### src/rtl/dwc_req0.sv
// Request-path upsizer: packs narrow ID-side write words (data + strobes) into one
// wide request-FIFO word, lane 0 first, with early flush on id_req_last.
module dwc_req0 #(
    parameter int INPUT_DATA_WIDTH  = 32,
    parameter int OUTPUT_DATA_WIDTH = 128,
    parameter int REQ_WORD_NUMBER   = OUTPUT_DATA_WIDTH / INPUT_DATA_WIDTH
) (
    input  logic                           clk,
    input  logic                           rst,
    input  logic                           id_req_valid,
    output logic                           id_req_ready,
    input  logic [INPUT_DATA_WIDTH-1:0]    id_req_wdata,
    input  logic [INPUT_DATA_WIDTH/8-1:0]  id_req_wstrb,
    input  logic                           id_req_last,
    output logic                           fifo_req_valid,
    input  logic                           fifo_req_ready,
    output logic [OUTPUT_DATA_WIDTH-1:0]   fifo_req_wdata,
    output logic [OUTPUT_DATA_WIDTH/8-1:0] fifo_req_wstrb
);

    localparam int IW  = INPUT_DATA_WIDTH;
    localparam int IS  = INPUT_DATA_WIDTH / 8;
    localparam int OW  = OUTPUT_DATA_WIDTH;
    localparam int OS  = OUTPUT_DATA_WIDTH / 8;
    localparam int LCW = (REQ_WORD_NUMBER > 2) ? $clog2(REQ_WORD_NUMBER) : 1;
    localparam logic [LCW-1:0] LAST_LANE = LCW'(REQ_WORD_NUMBER - 1);

    typedef enum logic {
        FILL = 1'b0,
        SEND = 1'b1
    } state_t;

    state_t         state;
    state_t         state_n;
    logic [LCW-1:0] lane_cnt;
    logic [LCW-1:0] lane_cnt_n;
    logic [OW-1:0]  data_q;
    logic [OW-1:0]  data_n;
    logic [OS-1:0]  strb_q;
    logic [OS-1:0]  strb_n;
    logic           id_fire;
    logic           fifo_fire;

    // Handshakes: a word moves on a side only in a cycle where valid and ready are both high.
    // In SEND the ID side is only opened when the packed word leaves in the same cycle.
    assign id_req_ready   = !rst && ((state == FILL) || fifo_req_ready);
    assign fifo_req_valid = (state == SEND);
    assign fifo_req_wdata = data_q;
    assign fifo_req_wstrb = strb_q;
    assign id_fire        = id_req_valid && id_req_ready;
    assign fifo_fire      = fifo_req_valid && fifo_req_ready;

    always_ff @(posedge clk) begin
        if (rst) begin
            state    <= FILL;
            lane_cnt <= '0;
            data_q   <= '0;
            strb_q   <= '0;
        end else begin
            state    <= state_n;
            lane_cnt <= lane_cnt_n;
            data_q   <= data_n;
            strb_q   <= strb_n;
        end
    end

    always_comb begin
        state_n    = state;
        lane_cnt_n = lane_cnt;
        data_n     = data_q;
        strb_n     = strb_q;
        unique case (state)
            FILL: begin
                if (id_fire) begin
                    for (int k = 0; k < REQ_WORD_NUMBER; k++) begin
                        if (lane_cnt == LCW'(k)) begin
                            data_n[k*IW +: IW] = id_req_wdata;
                            strb_n[k*IS +: IS] = id_req_wstrb;
                        end
                    end
                    // A last flag on the final lane is just a full group: one flush.
                    if ((lane_cnt == LAST_LANE) || id_req_last) begin
                        state_n    = SEND;
                        lane_cnt_n = '0;
                    end else begin
                        lane_cnt_n = lane_cnt + 1'b1;
                    end
                end
            end
            SEND: begin
                if (fifo_fire) begin
                    data_n     = '0;
                    strb_n     = '0;
                    lane_cnt_n = '0;
                    state_n    = FILL;
                    if (id_fire) begin
                        data_n[IW-1:0] = id_req_wdata;
                        strb_n[IS-1:0] = id_req_wstrb;
                        if (id_req_last) begin
                            state_n = SEND;
                        end else begin
                            lane_cnt_n = LCW'(1);
                        end
                    end
                end
            end
            default: begin
                state_n    = FILL;
                lane_cnt_n = '0;
            end
        endcase
    end

endmodule
### config.mk
export PLATFORM = sky130hd
export DESIGN_NAME = dwc_req0
export DESIGN_NICKNAME = d
export VERILOG_FILES = /design/src/rtl/dwc_req0.sv
export SDC_FILE = /design/constraint.sdc
export NUM_CORES = 1
export LEC_CHECK = 0
export CAP_MARGIN = 20
export CORE_MARGIN = 3
export CORE_UTILIZATION = 47
export CTS_CLUSTER_DIAMETER = 80
export DETAILED_ROUTE_END_ITERATION = 10
export GPL_TIMING_DRIVEN = 0
export HOLD_SLACK_MARGIN = 0.05
export PLACE_DENSITY_LB_ADDON = 0.3
export SKIP_CTS_REPAIR_TIMING = 1
export SLEW_MARGIN = 0
export SYNTH_ARGS = -nofsm -noshare
export SYNTH_HDL_FRONTEND = slang
export SYNTH_SLANG_ARGS = --single-unit
### constraint.sdc
create_clock -name clk -period 3.55 [get_ports clk]
set_input_delay 0.355 -clock clk [delete_from_list [all_inputs] [get_ports clk]]
set_output_delay 0.355 -clock clk [all_outputs]
set_load 0.05 [all_outputs]
==> key figures, run 1 <==
Detailed routing
  • Total length of routed wires: 14.86 mm
  • Number of nets still failing antenna checks after routing: 0
  • DRC marker count from the first detailed-route iteration: 258
  • Post-detailed-route DRC marker count: 0
  • Number of vias in the routed layout: 4152
  • Detail-routed via count per cell: 5.558
  • Number of detailed-routing iterations run before antenna repair: 4
  • Routed length per placed instance: 19.90 microns

Yosys
  • Count of synthesis-stage warnings from yosys: 0
  • Seq/Total Area, Yosys: 58.52%
  • Mean post-synth cell area: 12.70 sq um
  • Number of unique standard cell types used by synthesis: 27
  • Cell area after synthesis: 5029 sq um
  • #FFs+latches synth: 147
  • Number of nets produced by synthesis: 441
  • Instance count of the mapped netlist: 396

Timing
  • Worst max-slew margin expressed relative to the limit: 56.21%
  • Setup-failing EPs final: 0
  • Least-Margin Pin Slew: 0.6568 ns
  • Post-route minimum period: 2.542 ns
  • Number of endpoints with negative hold slack in the final report: 0
  • Post-route fraction of the period consumed by the critical path: 71.60%
  • Final count of pins violating max slew: 0
  • Maximum clock rate: 393.4 MHz
  • Setup repair after global routing missed its margin: no
  • Setup Total Neg Slack: 0 ns
  • Clock tree skew after final layout: 0.01017 ns

Layout
  • Layout cell share with drive strength beyond 1: 11.46%
  • Synthesis-to-layout area growth: 51.60%
  • Most frequent standard cell in the layout excluding fill and tap cells: sky130_fd_sc_hd__clkdlybuf4s50_1
  • Total inserted antenna cells: 0
  • NumNets Final: 645
  • Count of fill cells added during filler insertion: 718
  • Most frequent cells in the layout: sky130_fd_sc_hd__clkdlybuf4s50_1, sky130_fd_sc_hd__dfxtp_1, sky130_fd_sc_hd__a22o_1, sky130_fd_sc_hd__nor2b_1, sky130_fd_sc_hd__buf_6

Worst hold path
  • Endpoint with the worst hold slack: fifo_req_wdata[63]
  • Number of instances on the worst hold path: 3
  • Hold crit path type: input pin to flop
  • Worst Hold Launch: rst

Placed design
  • Port Buf Inserts: 185
  • Routability Congestion: 0.9117
  • DP HPWL: 10.78 mm

Die
  • Core box area: 10370 sq um
  • Boundary pin count: 187
  • Die height: 109.4 microns
  • Die width: 109.4 microns
  • Num rows: 37
  • Starting Density: 48.49%
  • Floorplan die area: 11980 sq um

CTS
  • TritonCTS clock tree: built
  • Clock root buffer master: sky130_fd_sc_hd__clkbuf_8
  • Buffer levels on the longest clock path: 2
  • Number of clock sinks seen by CTS: 147
  • Number of buffers inserted during clock tree synthesis: 17
  • CTS H-tree lvls: 4
  • Clock insertion delay at the later pin of the skew report: 0.51 ns
  • Worst-path clk slew: 0.06 ns

Critical path
  • Startpoint of the worst register-to-register path: lane_cnt[1]
  • Setup slack on the worst flop-to-flop path: 1.77 ns
  • Capturing element type of the critical path: output port
  • Largest fanout on the critical path: 10
  • Kind of critical path: flop to output port
  • Reg-to-reg endpoint: fifo_req_wdata[108]
  • Worst Setup Start Kind: flop
  • WP data arrival: 2.19 ns
  • Required time reported for the critical path endpoint: 3.19 ns
  • Logic depth of the worst register-to-register path: 5

Status
  • Run status: finished clean

Global routing
  • Congestion Overflow GR: 0
  • Pin count of the biggest net entering global routing: 17
  • Global-route usage over all layers: 25.21%
  • Initial antenna violation count: 0
  • Number of global-route vias before repair: 4216
  • First-pass GRT wire length: 23.20 mm

Power and ir drop
  • Overall power consumption: 3.803 mW
  • Worst ir drop on vdd: 0.2673 mV
  • Static leakage: 2.933 nW
  • Cell area power density: 498.9 nW/um^2

Run
  • Total of max-cap violations: 0
power by group:
group	leakage [nW]	internal (mW)	switching, mW
Clock	0.288	1.06	0.662
Sequential	1.19	1.68	0.0175
Combinational	1.46	0.150	0.234
Total	2.93	2.89	0.914
registers in the layout, indices dropped and copies added (netlist names):
signal          count
fifo_req_valid      1
fifo_req_wdata    128
fifo_req_wstrb     16
lane_cnt            2
metrics by stage:
| step | hold WS [ns] | std cells | worst slack (ns) | utilization (%) | cell area, sq um |
|---|---|---|---|---|---|
| after global routing | 0.3741 | 747 | 0.9134 | 73.52 | 7624 |
| after floorplan | 0.4600 | 396 | 1.651 | - | 5029 |
| after global placement | 0.4553 | 717 | 1.238 | 67.99 | 7051 |
| final | 0.3718 | 747 | 1.008 | 73.52 | 7624 |
| after CTS | 0.3558 | 747 | 1.003 | 73.52 | 7624 |
| after detailed placement | 0.4533 | 717 | 1.251 | 67.99 | 7051 |
per-layer routing:
layer / up-vias / global-route usage, % / wire length (microns)
li1: 1906 / - / -
met4: 0 / 9.617 / 265
met2: 188 / 41.80 / 7164
met3: 22 / 7.575 / 1220
met5: - / 0 / 0
met1: 2036 / 30.84 / 6211
cell families (layout without fill, tap and decap cells):
group,Yosys count,after routing,share of synthesized area (%)
muxes,1,1,0.1991
AOI/OAI and AO/OA,156,156,26.95
adders and majority gates,4,4,0.9953
DFF,147,147,58.52
buffers and inverters,34,249,6.096
and+or+nand+nor,54,54,7.240
area by class of cell:
cell class	count	area (sq um)	share of cell area (%)
Timing Repair Buffer	185	1852	24.29
Inverter	2	7.507	0.09847
Sequential cell	147	2943	38.60
Clock inverter	13	158.9	2.084
Multi-Input combinational cell	215	1779	23.34
Tap cell	136	170.2	2.232
Buffer	32	299.0	3.923
Clock buffer	17	414.1	5.432
cells in the mapped netlist:
cell / n / area share, %
sky130_fd_sc_hd__a21o_2: 1 / 0.17
sky130_fd_sc_hd__a21oi_1: 4 / 0.40
sky130_fd_sc_hd__a21oi_4: 2 / 0.65
sky130_fd_sc_hd__a22o_1: 144 / 25
sky130_fd_sc_hd__and2b_4: 1 / 0.20
sky130_fd_sc_hd__buf_2: 5 / 0.50
sky130_fd_sc_hd__buf_4: 4 / 0.60
sky130_fd_sc_hd__buf_6: 21 / 4.7
sky130_fd_sc_hd__clkbuf_1: 2 / 0.15
sky130_fd_sc_hd__dfxtp_1: 147 / 59
sky130_fd_sc_hd__ha_1: 4 / 1.0
sky130_fd_sc_hd__inv_1: 2 / 0.15
sky130_fd_sc_hd__mux2i_1: 1 / 0.20
sky130_fd_sc_hd__nand2_1: 1 / 0.075
sky130_fd_sc_hd__nand2_2: 2 / 0.25
sky130_fd_sc_hd__nand2b_1: 2 / 0.25
sky130_fd_sc_hd__nand3_1: 1 / 0.099
sky130_fd_sc_hd__nor2_1: 3 / 0.22
sky130_fd_sc_hd__nor2_4: 1 / 0.22
sky130_fd_sc_hd__nor2b_1: 38 / 4.7
sky130_fd_sc_hd__nor3_1: 1 / 0.099
sky130_fd_sc_hd__nor3_4: 3 / 0.97
sky130_fd_sc_hd__o21a_1: 2 / 0.30
sky130_fd_sc_hd__o21ai_0: 1 / 0.099
sky130_fd_sc_hd__o21ai_1: 1 / 0.099
sky130_fd_sc_hd__o31ai_1: 1 / 0.15
sky130_fd_sc_hd__or3_1: 1 / 0.12
how the worst max path moves through the flow:
stage / from / endpoint / slack, ns / depth (start not counted)
detailed placement: fifo_req_ready / id_req_ready / 1.25 / 4
finish: fifo_req_valid / id_req_ready / 1.01 / 4
global placement: fifo_req_ready / id_req_ready / 1.24 / 4
floorplan: fifo_req_valid / id_req_ready / 1.65 / 3
CTS: fifo_req_valid / id_req_ready / 1.00 / 4
global route: fifo_req_valid / id_req_ready / 0.91 / 4
critical path, stage by stage (launching register included):
cell and delay (ns):
sky130_fd_sc_hd__dfxtp_1 0.51, sky130_fd_sc_hd__buf_6 0.22, sky130_fd_sc_hd__nor2b_1 0.20, sky130_fd_sc_hd__nor2_1 0.06
sky130_fd_sc_hd__clkdlybuf4s50_1 0.70
(Power assumes the default switching activity.)
==> run 2, diff against run 1 <==
Settings changed: CORE_UTILIZATION 47 to 40.
Clock period 3.55 ns to 2.2 ns, I/O delays scaled along.
==> run 2 against run 1 <==
Net effect:
- critical path depth decreased by 3
- core utilization decreased by 11 points
- clock skew down 0.00064 ns
- sequential power is 61% higher
- non-clock buffer count unchanged
- final cell count rose by 4.6%
- critical endpoint is now fifo_req_valid
- largest power group unchanged
==> key figures, run 2 (synthesis results as in run 1) <==
Critical path
  • Largest fanout on the critical path: 7
  • Largest delay contributor family on the critical path: buffers and inverters
  • Worst Setup Start Kind: flop
  • Startpoint of the worst register-to-register path: lane_cnt[1]
  • WP data arrival: 1.81 ns
  • Slowest cell on crit path: sky130_fd_sc_hd__clkdlybuf4s50_1
  • Kind of critical path: flop to output port
  • Capturing element type of the critical path: output port
  • CP peak stage delay: 0.87 ns
  • Required time reported for the critical path endpoint: 1.98 ns
  • CP Launch Point: fifo_req_valid
  • CP cell instances: clkdlybuf4s50_1
  • Worst Path Buf+Inv: 1

Die
  • Boundary pin count: 187
  • Core box area: 12160 sq um
  • Die height: 118.1 microns
  • Starting Density: 41.35%
  • Die width: 118.1 microns
  • Floorplan die area: 13950 sq um
  • Num rows: 40

CTS
  • Clock root buffer master: sky130_fd_sc_hd__clkbuf_16
  • Buffer levels on the longest clock path: 2
  • Number of clock sinks seen by CTS: 147
  • Clock insertion delay at the later pin of the skew report: 0.41 ns
  • Worst-path clk slew: 0.06 ns
  • TritonCTS clock tree: built
  • Number of buffers inserted during clock tree synthesis: 17
  • CTS H-tree lvls: 4

Worst hold path
  • Hold crit path type: input pin to flop
  • Worst Hold Launch: rst

Detailed routing
  • Number of nets still failing antenna checks after routing: 0
  • Total length of routed wires: 15.24 mm
  • Detail-routed via count per cell: 5.200
  • Number of vias in the routed layout: 4061
  • Post-detailed-route DRC marker count: 0
  • Number of detailed-routing iterations run before antenna repair: 4
  • DRC marker count from the first detailed-route iteration: 216
  • Routed length per placed instance: 19.51 microns

Timing
  • Setup repair after global routing missed its margin: no
  • Setup-failing EPs final: 0
  • Maximum clock rate: 492.4 MHz
  • Worst max-slew margin expressed relative to the limit: 58.63%
  • Final count of pins violating max slew: 0
  • Post-route minimum period: 2.031 ns
  • Post-route fraction of the period consumed by the critical path: 92.31%
  • Setup Total Neg Slack: 0 ns
  • Number of endpoints with negative hold slack in the final report: 0
  • Worst hold-check slack: 0.3155 ns
  • Least-Margin Pin Slew: 0.6205 ns
  • Worst Slack Setup Final: 0.1692 ns
  • Clock tree skew after final layout: 0.009535 ns

Power and ir drop
  • Worst ir drop on vdd: 0.4308 mV
  • Static leakage: 2.917 nW
  • Cell area power density: 801.7 nW/um^2
  • Overall power consumption: 6.144 mW

Layout
  • Most frequent standard cell in the layout excluding fill and tap cells: sky130_fd_sc_hd__clkdlybuf4s50_1
  • Total inserted antenna cells: 0
  • Layout cell share with drive strength beyond 1: 11.26%
  • Post-route cell area: 7664 sq um
  • Utilization of the core after routing: 63.01%
  • Number of flip-flops under the largest register name: 128
  • Synthesis-to-layout area growth: 52.40%
  • Most frequent cells in the layout: sky130_fd_sc_hd__clkdlybuf4s50_1, sky130_fd_sc_hd__dfxtp_1, sky130_fd_sc_hd__a22o_1, sky130_fd_sc_hd__nor2b_1, sky130_fd_sc_hd__buf_6
  • Count of placed standard cells in the final layout, fillers left out: 781
  • NumNets Final: 645

Global routing
  • Pin count of the biggest net entering global routing: 17
  • Initial antenna violation count: 0
  • Number of global-route vias before repair: 4269
  • Congestion Overflow GR: 0
  • Global-route usage over all layers: 21.57%
  • First-pass GRT wire length: 23.85 mm

Placed design
  • Routability Congestion: 0.8811
  • Post-DP Area: 7091 sq um
  • Total placed cells including tap cells: 749
  • DP HPWL: 10.84 mm
  • Port Buf Inserts: 185
  • Worst setup timing slack at the placement stage: 0.1697 ns

Run
  • Total of max-cap violations: 0

Status
  • Run status: finished clean
==> run 2: area by class of cell <==
| type | instances | area, sq um |
|---|---|---|
| Timing Repair Buffer | 185 | 1854 |
| Multi-Input combinational cell | 215 | 1779 |
| Sequential cell | 147 | 2943 |
| Clock inverter | 12 | 133.9 |
| Clock buffer | 20 | 436.7 |
| Fill cell | 982 | 4498 |
| Tap cell | 168 | 210.2 |
| Inverter | 2 | 7.507 |
| Buffer | 32 | 299.0 |
==> run 2: final timing paths <==
check / cells after the start / slack (ns) / end
worst min-delay path: 3 / 0.32 / lane_cnt[0]
worst max-delay path: 1 / 0.17 / fifo_req_valid
worst min register to register: 1 / 0.47 / fifo_req_wdata[109]
worst max register to register: 5 / 0.44 / fifo_req_wdata[107]
==> run 2: power by group <==
group          internal [mW]  total (mW)  switching [mW]  leakage, nW
Sequential              2.71        2.74          0.0289         1.19
Clock                   1.67        2.79            1.12        0.263
Combinational          0.241       0.620           0.379         1.47
==> run 2: metal layers <==
layer / up-vias / track usage, % / share of wire, %
li1: 1903 / - / -
met1: 1995 / 27.38 / 45
met2: 152 / 34.69 / 47
met3: 11 / 7.544 / 7.0
met4: 0 / 6.300 / 1.1
met5: - / 0 / 0
